## config.mk

```make
export PLATFORM = sky130hd
export DESIGN_NAME = axi_lite_rr_master_arbiter
export DESIGN_NICKNAME = d
export VERILOG_FILES = /design/src/rtl/axi_lite_rr_master_arbiter.sv
export SDC_FILE = /design/constraint.sdc
export NUM_CORES = 1
export LEC_CHECK = 0
export ABC_AREA = 1
export BUFFER_PORTS_ARGS = -buffer_cell sky130_fd_sc_hd__clkbuf_2
export CAP_MARGIN = 20
export CORE_ASPECT_RATIO = 0.6
export CORE_MARGIN = 4
export CORE_UTILIZATION = 45
export DETAILED_ROUTE_END_ITERATION = 6
export PLACE_DENSITY = 0.81
export SYNTH_ARGS = -nofsm -noshare
export SYNTH_HDL_FRONTEND = slang
export SYNTH_SLANG_ARGS = --single-unit
```

## constraint.sdc

```tcl
create_clock -name S_AXI_ACLK -period 3.3 [get_ports S_AXI_ACLK]
set_clock_uncertainty 0.1 [all_clocks]
set_input_delay 0.495 -clock S_AXI_ACLK [delete_from_list [all_inputs] [get_ports S_AXI_ACLK]]
set_output_delay 0.495 -clock S_AXI_ACLK [all_outputs]
set_load 0.03 [all_outputs]
```

## src/rtl/axi_lite_rr_master_arbiter.sv

```systemverilog
// Two-client round-robin arbiter that serialises single-beat AXI4-Lite reads/writes onto one master port.
// Optional ARB_TIMEOUT_EN adds a per-transaction watchdog and a sticky timeout_err output.
module axi_lite_rr_master_arbiter #(
    parameter int AXI_DATA_WIDTH    = 32,
    parameter int AXI_ADDRESS_WIDTH = 4,
    parameter int TIMEOUT_CYCLES    = 255
) (
    input  logic                                S_AXI_ACLK,
    input  logic                                S_AXI_ARESET,
    input  logic [1:0]                          req,
    input  logic [1:0]                          we,
    input  logic [2*AXI_ADDRESS_WIDTH-1:0]      addr,
    input  logic [2*AXI_DATA_WIDTH-1:0]         wdata,
    input  logic [2*(AXI_DATA_WIDTH/8)-1:0]     wstrb,
    output logic [1:0]                          ack,
    output logic [AXI_DATA_WIDTH-1:0]           rdata,
    output logic [1:0]                          resp,
`ifdef ARB_TIMEOUT_EN
    output logic                                timeout_err,
`endif
    output logic [AXI_ADDRESS_WIDTH-1:0]        M_AXI_AWADDR,
    output logic                                M_AXI_AWVALID,
    input  logic                                M_AXI_AWREADY,
    output logic [AXI_DATA_WIDTH-1:0]           M_AXI_WDATA,
    output logic [AXI_DATA_WIDTH/8-1:0]         M_AXI_WSTRB,
    output logic                                M_AXI_WVALID,
    input  logic                                M_AXI_WREADY,
    input  logic [1:0]                          M_AXI_BRESP,
    input  logic                                M_AXI_BVALID,
    output logic                                M_AXI_BREADY,
    output logic [AXI_ADDRESS_WIDTH-1:0]        M_AXI_ARADDR,
    output logic                                M_AXI_ARVALID,
    input  logic                                M_AXI_ARREADY,
    input  logic [AXI_DATA_WIDTH-1:0]           M_AXI_RDATA,
    input  logic [1:0]                          M_AXI_RRESP,
    input  logic                                M_AXI_RVALID,
    output logic                                M_AXI_RREADY
);

    localparam int DW = AXI_DATA_WIDTH;
    localparam int AW = AXI_ADDRESS_WIDTH;
    localparam int SW = AXI_DATA_WIDTH / 8;

    localparam logic [2:0] IDLE    = 3'd0;
    localparam logic [2:0] WR      = 3'd1;
    localparam logic [2:0] WR_RESP = 3'd2;
    localparam logic [2:0] RD_ADDR = 3'd3;
    localparam logic [2:0] RD_DATA = 3'd4;
    localparam logic [2:0] DONE    = 3'd5;

    logic [2:0]    state_q, state_d;
    logic          last_grant_q, last_grant_d;
    logic [AW-1:0] addr_q, addr_d;
    logic [DW-1:0] wdata_q, wdata_d;
    logic [SW-1:0] wstrb_q, wstrb_d;
    logic          awvalid_q, awvalid_d;
    logic          wvalid_q, wvalid_d;
    logic          bready_q, bready_d;
    logic          arvalid_q, arvalid_d;
    logic          rready_q, rready_d;
    logic [DW-1:0] rdata_q, rdata_d;
    logic [1:0]    resp_q, resp_d;
    logic          winner;

`ifdef ARB_TIMEOUT_EN
    localparam int CW = $clog2(TIMEOUT_CYCLES + 1);
    logic [CW-1:0] cnt_q, cnt_d;
    logic          timeout_err_q, timeout_err_d;
`endif

    always_comb begin
        state_d      = state_q;
        last_grant_d = last_grant_q;
        addr_d       = addr_q;
        wdata_d      = wdata_q;
        wstrb_d      = wstrb_q;
        awvalid_d    = awvalid_q;
        wvalid_d     = wvalid_q;
        bready_d     = bready_q;
        arvalid_d    = arvalid_q;
        rready_d     = rready_q;
        rdata_d      = rdata_q;
        resp_d       = resp_q;
        winner       = 1'b0;
`ifdef ARB_TIMEOUT_EN
        cnt_d         = cnt_q;
        timeout_err_d = timeout_err_q;
`endif

        case (state_q)
            IDLE: begin
                // With both clients requesting, the one not served last time wins
                winner = (req == 2'b11) ? ~last_grant_q : req[1];
                if (|req) begin
                    last_grant_d = winner;
                    addr_d       = addr[(winner ? AW : 0) +: AW];
                    wdata_d      = wdata[(winner ? DW : 0) +: DW];
                    wstrb_d      = wstrb[(winner ? SW : 0) +: SW];
`ifdef ARB_TIMEOUT_EN
                    cnt_d        = '0;
`endif
                    if (we[winner]) begin
                        state_d   = WR;
                        awvalid_d = 1'b1;
                        wvalid_d  = 1'b1;
                    end else begin
                        state_d   = RD_ADDR;
                        arvalid_d = 1'b1;
                    end
                end
            end
            WR: begin
                awvalid_d = awvalid_q & ~M_AXI_AWREADY;
                wvalid_d  = wvalid_q & ~M_AXI_WREADY;
                if (!awvalid_d && !wvalid_d) begin
                    state_d  = WR_RESP;
                    bready_d = 1'b1;
                end
            end
            WR_RESP: begin
                if (M_AXI_BVALID && bready_q) begin
                    resp_d   = M_AXI_BRESP;
                    rdata_d  = '0;
                    bready_d = 1'b0;
                    state_d  = DONE;
                end
            end
            RD_ADDR: begin
                if (M_AXI_ARREADY) begin
                    arvalid_d = 1'b0;
                    rready_d  = 1'b1;
                    state_d   = RD_DATA;
                end
            end
            RD_DATA: begin
                if (M_AXI_RVALID && rready_q) begin
                    rdata_d  = M_AXI_RDATA;
                    resp_d   = M_AXI_RRESP;
                    rready_d = 1'b0;
                    state_d  = DONE;
                end
            end
            DONE:    state_d = IDLE;
            default: state_d = IDLE;
        endcase

`ifdef ARB_TIMEOUT_EN
        // Watchdog overrides whatever the bus did this cycle
        if (state_q inside {WR, WR_RESP, RD_ADDR, RD_DATA}) begin
            cnt_d = cnt_q + 1'b1;
            if (cnt_d == CW'(TIMEOUT_CYCLES)) begin
                awvalid_d     = 1'b0;
                wvalid_d      = 1'b0;
                bready_d      = 1'b0;
                arvalid_d     = 1'b0;
                rready_d      = 1'b0;
                resp_d        = 2'b11;
                rdata_d       = '0;
                timeout_err_d = 1'b1;
                state_d       = DONE;
            end
        end
`endif
    end

    always_ff @(posedge S_AXI_ACLK or posedge S_AXI_ARESET) begin
        if (S_AXI_ARESET) begin
            state_q      <= IDLE;
            last_grant_q <= 1'b1;
            addr_q       <= '0;
            wdata_q      <= '0;
            wstrb_q      <= '0;
            awvalid_q    <= 1'b0;
            wvalid_q     <= 1'b0;
            bready_q     <= 1'b0;
            arvalid_q    <= 1'b0;
            rready_q     <= 1'b0;
            rdata_q      <= '0;
            resp_q       <= '0;
`ifdef ARB_TIMEOUT_EN
            cnt_q         <= '0;
            timeout_err_q <= 1'b0;
`endif
        end else begin
            state_q      <= state_d;
            last_grant_q <= last_grant_d;
            addr_q       <= addr_d;
            wdata_q      <= wdata_d;
            wstrb_q      <= wstrb_d;
            awvalid_q    <= awvalid_d;
            wvalid_q     <= wvalid_d;
            bready_q     <= bready_d;
            arvalid_q    <= arvalid_d;
            rready_q     <= rready_d;
            rdata_q      <= rdata_d;
            resp_q       <= resp_d;
`ifdef ARB_TIMEOUT_EN
            cnt_q         <= cnt_d;
            timeout_err_q <= timeout_err_d;
`endif
        end
    end

    // last_grant_q doubles as the current grant once a transaction is under way
    assign ack           = (state_q == DONE) ? {last_grant_q, ~last_grant_q} : 2'b00;
    assign rdata         = rdata_q;
    assign resp          = resp_q;
    assign M_AXI_AWADDR  = addr_q;
    assign M_AXI_AWVALID = awvalid_q;
    assign M_AXI_WDATA   = wdata_q;
    assign M_AXI_WSTRB   = wstrb_q;
    assign M_AXI_WVALID  = wvalid_q;
    assign M_AXI_BREADY  = bready_q;
    assign M_AXI_ARADDR  = addr_q;
    assign M_AXI_ARVALID = arvalid_q;
    assign M_AXI_RREADY  = rready_q;
`ifdef ARB_TIMEOUT_EN
    assign timeout_err   = timeout_err_q;
`endif

endmodule
```

==> flow_summary.json, run 1 <==
{
  "critPathKind": "flip-flop to flip-flop",
  "critical_path_arrival_ps": 2610,
  "totalNegativeSetupSlack_ps": 0,
  "synth_enable_flop_cells": 0,
  "worst_hold_startpoint": "M_AXI_RDATA[2]",
  "dp_hpwl_um": 8454,
  "slew_headroom": 0.3867,
  "outcome": "complete, no violations",
  "timing.rr.start": "state_q[0]$_DFFE_PP0P_",
  "area_contributors_post_synth": "sky130_fd_sc_hd__dfrtp_1 53%, sky130_fd_sc_hd__nand2_1 14%, sky130_fd_sc_hd__o21ai_1 8.3%, sky130_fd_sc_hd__o21ai_0 6.2%, sky130_fd_sc_hd__nor2_1 5.1%",
  "synthesis.area_per_instance_um2": 8.247,
  "finalMaxSlewViolations": 0,
  "die_area_um2": 10150,
  "grt-ovfl-total": 0,
  "longest_clk_path_bufs": 2,
  "synth_cell_types": 21,
  "groute.usage.overall": 0.2247,
  "finalSetupViolCount": 0,
  "grt_antenna_before_repair": 0,
  "synth-async-reset-ratio": 1.000,
  "drt-initial-drc-count": 216,
  "clk-insertion-delay-late_ps": 330,
  "ant_nets": 0,
  "synth_most_common_cell": "sky130_fd_sc_hd__nand2_1",
  "power.leakage_nw": 2.785,
  "crit_start": "state_q[0]$_DFFE_PP0P_",
  "drc": 0,
  "clk_transition_reported_paths_ps": 60,
  "type_of_element_capturing_the_critical_path": "flip-flop",
  "antenna_cells_inserted": 0,
  "route.detailed.vias_per_inst": 4.893,
  "ys.flop_type": "sky130_fd_sc_hd__dfrtp_1",
  "max_freq_mhz": 400.6,
  "gpl.final_weighted_congestion": 0.8638,
  "ys_ff_latch": 83,
  "finalHoldViolations": 0,
  "worst_setup_path_start_kind": "flip-flop",
  "num-nets-final": 790,
  "design.core.area_um2": 8102,
  "routed-via-count": 3792,
  "power_spent_charging_and_discharging_nets_mw": 2.780,
  "vdd_ir_drop_max_v": 0.0005513,
  "grt_setup_unrepaired": "false",
  "cts_setup_buffers": 0,
  "pin_count": 212,
  "grt_pass1_vias": 3763,
  "cts_root_buffer": "sky130_fd_sc_hd__clkbuf_16",
  "layout_cell_share_with_drive_strength_beyond_1": 0.3613,
  "drt-wirelength-per-cell_um": 14.49,
  "path_class_of_the_lowest_slack_min_delay_path": "input port to flip-flop",
  "share_clk_of_total_power": 0.181,
  "worstMarginPinSlew_ps": 914.3,
  "totalWireLength_um": 11230,
  "synthCells": 467,
  "syn_area_um2": 3851,
  "cellInternalPower_mw": 2.965,
  "min_period_ps": 2496,
  "grt_start_max_net_pins": 44,
  "synth_largest_area_cell": "sky130_fd_sc_hd__dfrtp_1",
  "maxCapViolCount": 0,
  "drt_pre_antenna_iters": 4,
  "critical_path.max_fanout": 43,
  "combPwrFrac": 0.501,
  "worst_path_largest_cell_delay_ps": 620,
  "cts.sinks": 83,
  "area_growth_pct": 34.50,
  "post_cts_hold_buffer_count": 1,
  "crit_path_cell_trace": "nor2_2 > nand2_2 > nor2_4 > inv_2 > nand2_1 > o21ai_1",
  "timing.final.crit_share": 0.7565,
  "crit_required_ps": 3410,
  "cts_tree": "built",
  "cts_made_buffers": 9,
  "power_per_cell_area_nw_per_um2": 1109,
  "die_height_um": 79.66,
  "yosysSeqAreaShare": 0.5396,
  "cts_resized": 0,
  "syn_nets": 594,
  "port_buffers": 211,
  "h_tree_lvls": 3,
  "power_after_layout_mw": 5.745,
  "effective_utilization_at_floorplan": 0.4754,
  "power.switching_fraction": 0.4840,
  "grt_first_pass_wirelength_um": 18200,
  "sequentialPowerShare": 0.317,
  "post_synth_most_frequent_cells": "144 x sky130_fd_sc_hd__nand2_1, 82 x sky130_fd_sc_hd__dfrtp_1, 64 x sky130_fd_sc_hd__o21ai_1",
  "floorplan_die_width_um": 127.4,
  "ys_warn_count": 0,
  "num_rows": 25,
  "slowest_stage_cell_crit_path": "sky130_fd_sc_hd__nor2_4",
  "synth.top_cell.area_share": 0.5328
}
[kinds of logic (layout without fill, tap and decap cells)]
kind of cell    Yosys count  count (layout)  synth area share
compound gates          121             121            0.1618
flops                    83              83            0.5396
buf+inv                  49             249           0.07894
simple gates            214             214            0.2196
[cells in the final DEF, fill, tap and decap left out, types with 4 or more instances in the layout]
cell                        instances
sky130_fd_sc_hd__clkbuf_2         211
sky130_fd_sc_hd__nand2_1          144
sky130_fd_sc_hd__dfrtp_1           82
sky130_fd_sc_hd__o21ai_1           64
sky130_fd_sc_hd__nor2_1            52
sky130_fd_sc_hd__o21ai_0           48
sky130_fd_sc_hd__inv_1             14
sky130_fd_sc_hd__nand3_1           13
sky130_fd_sc_hd__clkbuf_16          9
sky130_fd_sc_hd__a21oi_1            4
sky130_fd_sc_hd__o21ai_2            4
sky130_fd_sc_hd__buf_4              4
[area by class of cell]
class	count	area (um^2)
Timing Repair Buffer	217	1124
Sequential cell	83	2078
Inverter	17	65.06
Fill cell	742	2922
Clock buffer	11	232.7
Clock inverter	4	76.32
Multi-Input combinational cell	335	1469
Tap cell	108	135.1
[power groups by stage]
stage / Combinational [mW] / Clock, mW / Sequential, mW
6_report: 2.88 / 1.04 / 1.82
5_1_grt: 3.18 / 1.11 / 1.90
2_1_floorplan: 1.35 / 0 / 2.68
3_3_place_gp: 2.83 / 0 / 1.80
4_1_cts: 2.90 / 1.07 / 1.83
3_5_place_dp: 2.89 / 0 / 1.83
[metrics by stage]
step	instance area (um^2)	setup slack, ps	instances	util	hold WS, ps
floorplan	3851	569.9	467	-	387.8
global placement	4833	913.8	758	0.5966	321.2
detailed placement	4833	820.6	758	0.5966	323.1
CTS	5152	806.1	774	0.6360	283.9
global route	5180	549.3	775	0.6394	289.0
finish	5180	803.5	775	0.6394	296.0
[worst max-delay path: cells and delay by family (launching register included)]
kind	cells	cell delay, ps
buffers and inverters	1	520
AOI/OAI and AO/OA	1	90
DFF	1	480
and+or+nand+nor	4	1160
[flip-flops by register name, summed over array words and instances (netlist names)]
signal	flops
M_AXI_ARADDR	4
M_AXI_ARVALID	1
M_AXI_AWVALID	1
M_AXI_BREADY	1
M_AXI_RREADY	1
M_AXI_WDATA	32
M_AXI_WSTRB	4
M_AXI_WVALID	1
last_grant_q	1
rdata	32
resp	2
state_q	3
[path summary, 6_finish.rpt]
check	endpoint	slack, ps	cells past startpoint
setup / recovery	M_AXI_WSTRB[2]$_DFFE_PP0P_	800	6
hold / removal	rdata[2]$_DFFE_PP0P_	300	3
hold reg to reg	rdata[27]$_DFFE_PP0P_	380	2
max in group asynchronous	last_grant_q$_DFFE_PP1P_	1830	4
min in group asynchronous	rdata[22]$_DFFE_PP0P_	530	3
setup reg to reg	M_AXI_WSTRB[2]$_DFFE_PP0P_	800	6
[per-layer routing]
metal	up-vias	GRT usage	wire (um)
met4	0	0.06638	205
met3	19	0.05147	737
met1	1748	0.2909	4882
li1	1900	-	-
met5	-	0	0
met2	125	0.3799	5402
Note: power is estimated with default switching activity, not from simulation.
==> run 2, diff against run 1 <==
Clock period 3.3 ns to 2.4 ns, I/O delays scaled along.
==> run 2 against run 1 <==
  * Final area is 0.82% higher
  * Highest routed layer unchanged
  * Register-to-register slack worse by 330 ps
  * Critical endpoint is now resp[0]$_DFFE_PP0P_
  * Clock power is 53% higher
  * Critical path depth is 1 higher
==> flow_summary.json, run 2 (synthesis gave the netlist of run 1 again) <==
{
  "outcome": "complete, no violations",
  "num-nets-final": 789,
  "antenna_cells_inserted": 0,
  "die_area_um2": 10150,
  "power_per_cell_area_nw_per_um2": 1550,
  "ant_nets": 0,
  "grt_start_max_net_pins": 84,
  "die_height_um": 79.66,
  "worst_setup_path_start_kind": "flip-flop",
  "finalMaxSlewViolations": 0,
  "worst_path_largest_cell_delay_ps": 540,
  "effective_utilization_at_floorplan": 0.4754,
  "port_buffers": 211,
  "dp_hpwl_um": 8203,
  "totalWireLength_um": 11030,
  "floorplan_die_width_um": 127.4,
  "type_of_element_capturing_the_critical_path": "flip-flop",
  "critical_path_arrival_ps": 2050,
  "postLayoutSetupSlackWorst_ps": 474.3,
  "crit_required_ps": 2520,
  "longest_clk_path_bufs": 2,
  "critical_path.top_delay_family": "simple AND/OR/NAND/NOR gates",
  "post-place-cells": 759,
  "finalHoldViolations": 0,
  "area_growth_pct": 35.61,
  "slowest_stage_cell_crit_path": "sky130_fd_sc_hd__clkinvlp_4",
  "routed-via-count": 3812,
  "layout_cell_share_with_drive_strength_beyond_1": 0.3664,
  "max_freq_mhz": 519.3,
  "finalSetupViolCount": 0,
  "cts_resized": 0,
  "drc": 0,
  "final_standard_cell_utilization_of_the_core": 0.6446,
  "final_hold_slack_ps": 35.87,
  "cts_made_buffers": 9,
  "timing.final.crit_share": 0.8024,
  "grt_setup_unrepaired": "false",
  "dp_worst_setup_slack_ps": 248.3,
  "reg2reg_slack_ps": 470,
  "count_of_fill_cells_added_during_filler_insertion": 696,
  "vdd_ir_drop_max_v": 0.0007353,
  "slew_headroom": 0.5708,
  "sequentialPowerShare": 0.310,
  "maxCapViolCount": 0,
  "min_period_ps": 1926,
  "cts_tree": "built",
  "timing.critical_path.buf_inv": 1,
  "cts_root_buffer": "sky130_fd_sc_hd__clkbuf_16",
  "power.leakage_nw": 2.800,
  "clk-insertion-delay-late_ps": 330,
  "worst_path_most_repeated_cell": "sky130_fd_sc_hd__nand2_1",
  "pin_count": 212,
  "drt-initial-drc-count": 208,
  "final_common_cell": "sky130_fd_sc_hd__clkbuf_2",
  "worstMarginPinSlew_ps": 642.8,
  "power.switching_fraction": 0.4738,
  "post_cts_hold_buffer_count": 0,
  "power_after_layout_mw": 8.095,
  "cellInternalPower_mw": 4.260,
  "cts.sinks": 83,
  "groute.usage.overall": 0.2133,
  "dpl_cell_area_um2": 4868,
  "num_rows": 25,
  "worst_r2r_path_depth": 7,
  "regToRegEndpoint": "resp[0]$_DFFE_PP0P_",
  "finalInstanceArea_um2": 5223,
  "clk_transition_reported_paths_ps": 60,
  "gpl.final_weighted_congestion": 0.8417,
  "combPwrFrac": 0.493,
  "drt_pre_antenna_iters": 4,
  "timing.rr.start": "state_q[0]$_DFFE_PP0P_",
  "grt-ovfl-total": 0,
  "critPathKind": "flip-flop to flip-flop",
  "drt-wirelength-per-cell_um": 14.25,
  "h_tree_lvls": 3,
  "finalNonFillerCells": 774,
  "power_spent_charging_and_discharging_nets_mw": 3.835,
  "design.core.area_um2": 8102,
  "grt_pass1_vias": 3758,
  "route.detailed.vias_per_inst": 4.925,
  "final_cell_mix": "211 x sky130_fd_sc_hd__clkbuf_2, 144 x sky130_fd_sc_hd__nand2_1, 82 x sky130_fd_sc_hd__dfrtp_1",
  "crit_path_cell_trace": "nor2_4 > nand2_1 > clkinvlp_4 > nand2_1 > nand2_1 > nand2_1 > nand2_1",
  "grt_first_pass_wirelength_um": 17610,
  "critical_path.max_fanout": 34,
  "path_class_of_the_lowest_slack_min_delay_path": "input port to async pin",
  "totalNegativeSetupSlack_ps": 0,
  "grt_antenna_before_repair": 0,
  "share_clk_of_total_power": 0.196,
  "cts_setup_buffers": 0
}
## run 2: cell count changes in the layout (fill, tap and decap cells not counted), sizes merged
cell,delta
bufinv,+1
clkinv,-3
clkinvlp,+2
dlygate4sd3,-1
## run 2: layer usage
| metal | GRT usage | up-vias | wire length (um) |
|---|---|---|---|
| met2 | 0.3683 | 142 | 5497 |
| met1 | 0.2688 | 1766 | 4613 |
| met4 | 0.05996 | 0 | 144 |
| met5 | 0 | - | 0 |
| met3 | 0.05214 | 12 | 773 |
| li1 | - | 1892 | - |
## run 2: worst max path at each step
stage	from	end	slack, ps	depth (start not counted)
after floorplan	state_q[1]$_DFFE_PP0P_	ack[0]	830	4
after detailed placement	state_q[0]$_DFFE_PP0P_	resp[0]$_DFFE_PP0P_	250	7
after global placement	state_q[0]$_DFFE_PP0P_	resp[1]$_DFFE_PP0P_	390	7
after global routing	state_q[0]$_DFFE_PP0P_	resp[0]$_DFFE_PP0P_	270	7
final	state_q[0]$_DFFE_PP0P_	resp[0]$_DFFE_PP0P_	470	7
after CTS	state_q[0]$_DFFE_PP0P_	resp[0]$_DFFE_PP0P_	230	7
## run 2: power groups by stage
stage	registers (mW)	logic, mW	clock network [mW]
global route	2.59	4.36	1.70
CTS	2.51	4.02	1.63
finish	2.51	3.99	1.59
detailed placement	2.52	4.01	0
global placement	2.49	3.92	0
floorplan	3.68	1.85	0
## run 2: worst register-to-register path, cell delays in order, from the launching register on
cell and delay [ps]:
sky130_fd_sc_hd__dfrtp_1 510, sky130_fd_sc_hd__nor2_4 70, sky130_fd_sc_hd__nand2_1 200, sky130_fd_sc_hd__clkinvlp_4 540, sky130_fd_sc_hd__nand2_1 220, sky130_fd_sc_hd__nand2_1 80
sky130_fd_sc_hd__nand2_1 60, sky130_fd_sc_hd__nand2_1 40
## run 2: final cells by class
class                           count  area (um^2)  share of cell area
Tap cell                          108        135.1             0.02587
Inverter                           17        71.32             0.01366
Multi-Input combinational cell    335         1469              0.2813
Timing Repair Buffer              216         1119              0.2142
Clock inverter                      4        97.59             0.01869
Clock buffer                       11        252.7             0.04839
Sequential cell                    83         2078              0.3979
==> run 3, diff against run 2 <==
Settings changed: ABC_AREA 1 to 0, CORE_UTILIZATION 45 to 44, PLACE_DENSITY 0.81 to 0.8.
Clock period 2.4 ns to 1.8 ns, I/O delays scaled along.
==> run 3 against run 2 <==
  * Hold slack worse by 11 ps
  * Critical path type is now flip-flop to output port
  * Die area is 0.31% higher
  * Wire length is 9.9% lower
  * Synthesized cell count is 18% lower
  * Clock power is 8% higher
  * Highest routed layer unchanged
  * Sequential power is 23% higher
  * Area after synthesis is 1.9% lower
  * Critical endpoint is now ack[1]
  * Final area is 0.86% higher
  * Via count is 10% lower
  * Sequential cell count stayed put
==> flow_summary.json, run 3 <==
{
  "longest_clk_path_bufs": 2,
  "worst_setup_path_start_kind": "flip-flop",
  "antenna_cells_inserted": 0,
  "die_height_um": 79.78,
  "path_class_of_the_lowest_slack_min_delay_path": "input port to flip-flop",
  "grt-ovfl-total": 0,
  "postLayoutSetupSlackWorst_ps": 57.36,
  "h_tree_lvls": 3,
  "power.switching_fraction": 0.4493,
  "drc": 0,
  "synth_largest_area_cell": "sky130_fd_sc_hd__dfrtp_1",
  "cts_root_buffer": "sky130_fd_sc_hd__clkbuf_16",
  "critical_path.max_fanout": 5,
  "finalSetupViolCount": 0,
  "drt-initial-drc-count": 180,
  "synth_cell_types": 32,
  "final_cell_mix": "209 x sky130_fd_sc_hd__clkbuf_2, 79 x sky130_fd_sc_hd__dfrtp_1, 72 x sky130_fd_sc_hd__nand2_1",
  "count_of_fill_cells_added_during_filler_insertion": 670,
  "route.detailed.vias_per_inst": 4.875,
  "power_per_cell_area_nw_per_um2": 1711,
  "grt_start_max_net_pins": 84,
  "worstMarginPinSlew_ps": 435.2,
  "type_of_element_capturing_the_critical_path": "output port",
  "effective_utilization_at_floorplan": 0.4664,
  "die_area_um2": 10180,
  "min_period_ps": 1743,
  "vdd_ir_drop_max_v": 0.0008816,
  "sequentialPowerShare": 0.341,
  "finalMaxSlewViolations": 0,
  "crit_start": "state_q[0]$_DFFE_PP0P_",
  "drt_pre_antenna_iters": 4,
  "power.leakage_nw": 2.676,
  "synth_enable_flop_cells": 0,
  "critPathKind": "flip-flop to output port",
  "timing.rr.start": "state_q[1]$_DFFE_PP0P_",
  "ys_ff_latch": 83,
  "yosysSeqAreaShare": 0.5500,
  "port_buffers": 211,
  "combPwrFrac": 0.469,
  "final_common_cell": "sky130_fd_sc_hd__clkbuf_2",
  "finalInstanceArea_um2": 5268,
  "num-nets-final": 716,
  "finalHoldViolations": 0,
  "share_clk_of_total_power": 0.190,
  "gpl.final_weighted_congestion": 0.8030,
  "power_spent_charging_and_discharging_nets_mw": 4.050,
  "worst_hold_startpoint": "M_AXI_AWREADY",
  "syn_nets": 512,
  "ant_nets": 0,
  "crit_required_ps": 1430,
  "timing.final.crit_share": 0.9681,
  "grt_antenna_before_repair": 0,
  "cellInternalPower_mw": 4.965,
  "grt_first_pass_wirelength_um": 16220,
  "outcome": "complete, no violations",
  "design.core.area_um2": 8102,
  "syn_area_um2": 3779,
  "groute.usage.overall": 0.1955,
  "ys.flop_type": "sky130_fd_sc_hd__dfrtp_1",
  "synth-async-reset-ratio": 1.000,
  "cts_made_buffers": 9,
  "clk_transition_reported_paths_ps": 60,
  "routed-via-count": 3422,
  "synth_most_common_cell": "sky130_fd_sc_hd__dfrtp_1",
  "final_hold_slack_ps": 25.25,
  "synthCells": 385,
  "dp_hpwl_um": 7491,
  "area_contributors_post_synth": "sky130_fd_sc_hd__dfrtp_1 54%, sky130_fd_sc_hd__mux2i_1 11%, sky130_fd_sc_hd__nand2_1 7.2%, sky130_fd_sc_hd__a21oi_1 6.1%, sky130_fd_sc_hd__nor2_1 4.8%",
  "critical_path_arrival_ps": 1370,
  "cts.sinks": 83,
  "cts_tree": "built",
  "synth.top_cell.area_share": 0.5430,
  "pin_count": 212,
  "dp_worst_setup_slack_ps": 124.2,
  "layout_cell_share_with_drive_strength_beyond_1": 0.4259,
  "slew_headroom": 0.7099,
  "maxCapViolCount": 0,
  "clk-insertion-delay-late_ps": 320,
  "max_freq_mhz": 573.8,
  "floorplan_die_width_um": 127.6,
  "dpl_cell_area_um2": 4920,
  "drt-wirelength-per-cell_um": 14.16,
  "ys_warn_count": 0,
  "num_rows": 25,
  "totalWireLength_um": 9940,
  "post_synth_most_frequent_cells": "82 x sky130_fd_sc_hd__dfrtp_1, 72 x sky130_fd_sc_hd__nand2_1, 48 x sky130_fd_sc_hd__nor2_1",
  "area_growth_pct": 39.40,
  "grt_pass1_vias": 3552,
  "synthesis.area_per_instance_um2": 9.815
}
run 3: cell count changes in the layout (fill, tap and decap cells not counted), sizes merged, moves of 3 or more:
cell / delta
nand2: -73
a21oi: +42
inv: -11
clkinv: +3
o21ai: -81
buf: +7
bufinv: -3
a31oi: +3
mux2i: +43
nand3: -14
nor2: -7
run 3: repair_timing:
item,4_1_cts,5_1_grt
hold endpoints to repair,78,0
pin swaps,0,1
resized for setup,3,7
setup endpoints to repair,2,7
hold buffers,1,0
cloned,0,1
buffers inserted,0,2
run 3: cell families (layout without fill, tap and decap cells):
kind of cell,count (synthesis),in the layout,share of synthesized area
mux,45,45,0.1228
buf+inv,36,245,0.05761
simple gates,129,129,0.1401
compound gates,92,92,0.1295
flops,83,83,0.5500
run 3: per-stage QoR:
stage | setup TNS (ps) | utilization | std cells | power, mW
2_1_floorplan | 0 | - | 385 | 6.017
3_3_place_gp | 0 | 0.6073 | 682 | 7.115
3_5_place_dp | 0 | 0.6073 | 682 | 7.249
4_1_cts | 0 | 0.6449 | 699 | 9.006
5_1_grt | -12.21 | 0.6502 | 702 | 9.635
6_report | 0 | 0.6502 | 702 | 9.015
run 3: cell type report:
class | count | area (um^2) | area share
sequential | 83 | 2082 | 0.3953
multi-input combinational | 266 | 1518 | 0.2881
timing repair buffer | 224 | 1220 | 0.2316
clock buffer | 11 | 252.7 | 0.04798
tap | 108 | 135.1 | 0.02565
clock inverter | 5 | 37.54 | 0.007126
inverter | 5 | 22.52 | 0.004276
run 3: final timing paths:
kind | to | slack (ps) | depth (start not counted)
setup / recovery | ack[1] | 60 | 4
hold / removal | M_AXI_AWVALID$_DFFE_PP0P_ | 30 | 2
setup reg to reg | rdata[9]$_DFFE_PP0P_ | 220 | 5
hold reg to reg | rdata[11]$_DFFE_PP0P_ | 380 | 2
max in group asynchronous | last_grant_q$_DFFE_PP1P_ | 710 | 4
min in group asynchronous | rdata[22]$_DFFE_PP0P_ | 530 | 4
run 3: power by group through the flow:
stage          Clock [mW]  Combinational [mW]  Sequential, mW
3_5_place_dp            0                4.16            3.08
2_1_floorplan           0                1.73            4.29
3_3_place_gp            0                4.06            3.06
5_1_grt              1.84                4.62            3.18
4_1_cts              1.77                4.17            3.07
6_report             1.71                4.23            3.08
run 3: per-layer routing:
| layer | up-vias | GRT usage | routed length, um |
|---|---|---|---|
| li1 | 1702 | - | - |
| met1 | 1582 | 0.2467 | 4293 |
| met2 | 129 | 0.3347 | 4841 |
| met3 | 9 | 0.05414 | 725 |
| met4 | 0 | 0.05191 | 79 |
| met5 | - | 0 | 0 |
run 3: worst max-delay path: stages, from the launching register on:
cell	delay (ps)
sky130_fd_sc_hd__dfrtp_2	440
sky130_fd_sc_hd__inv_1	170
sky130_fd_sc_hd__nor2_2	70
sky130_fd_sc_hd__and3_1	180
sky130_fd_sc_hd__clkbuf_4	180
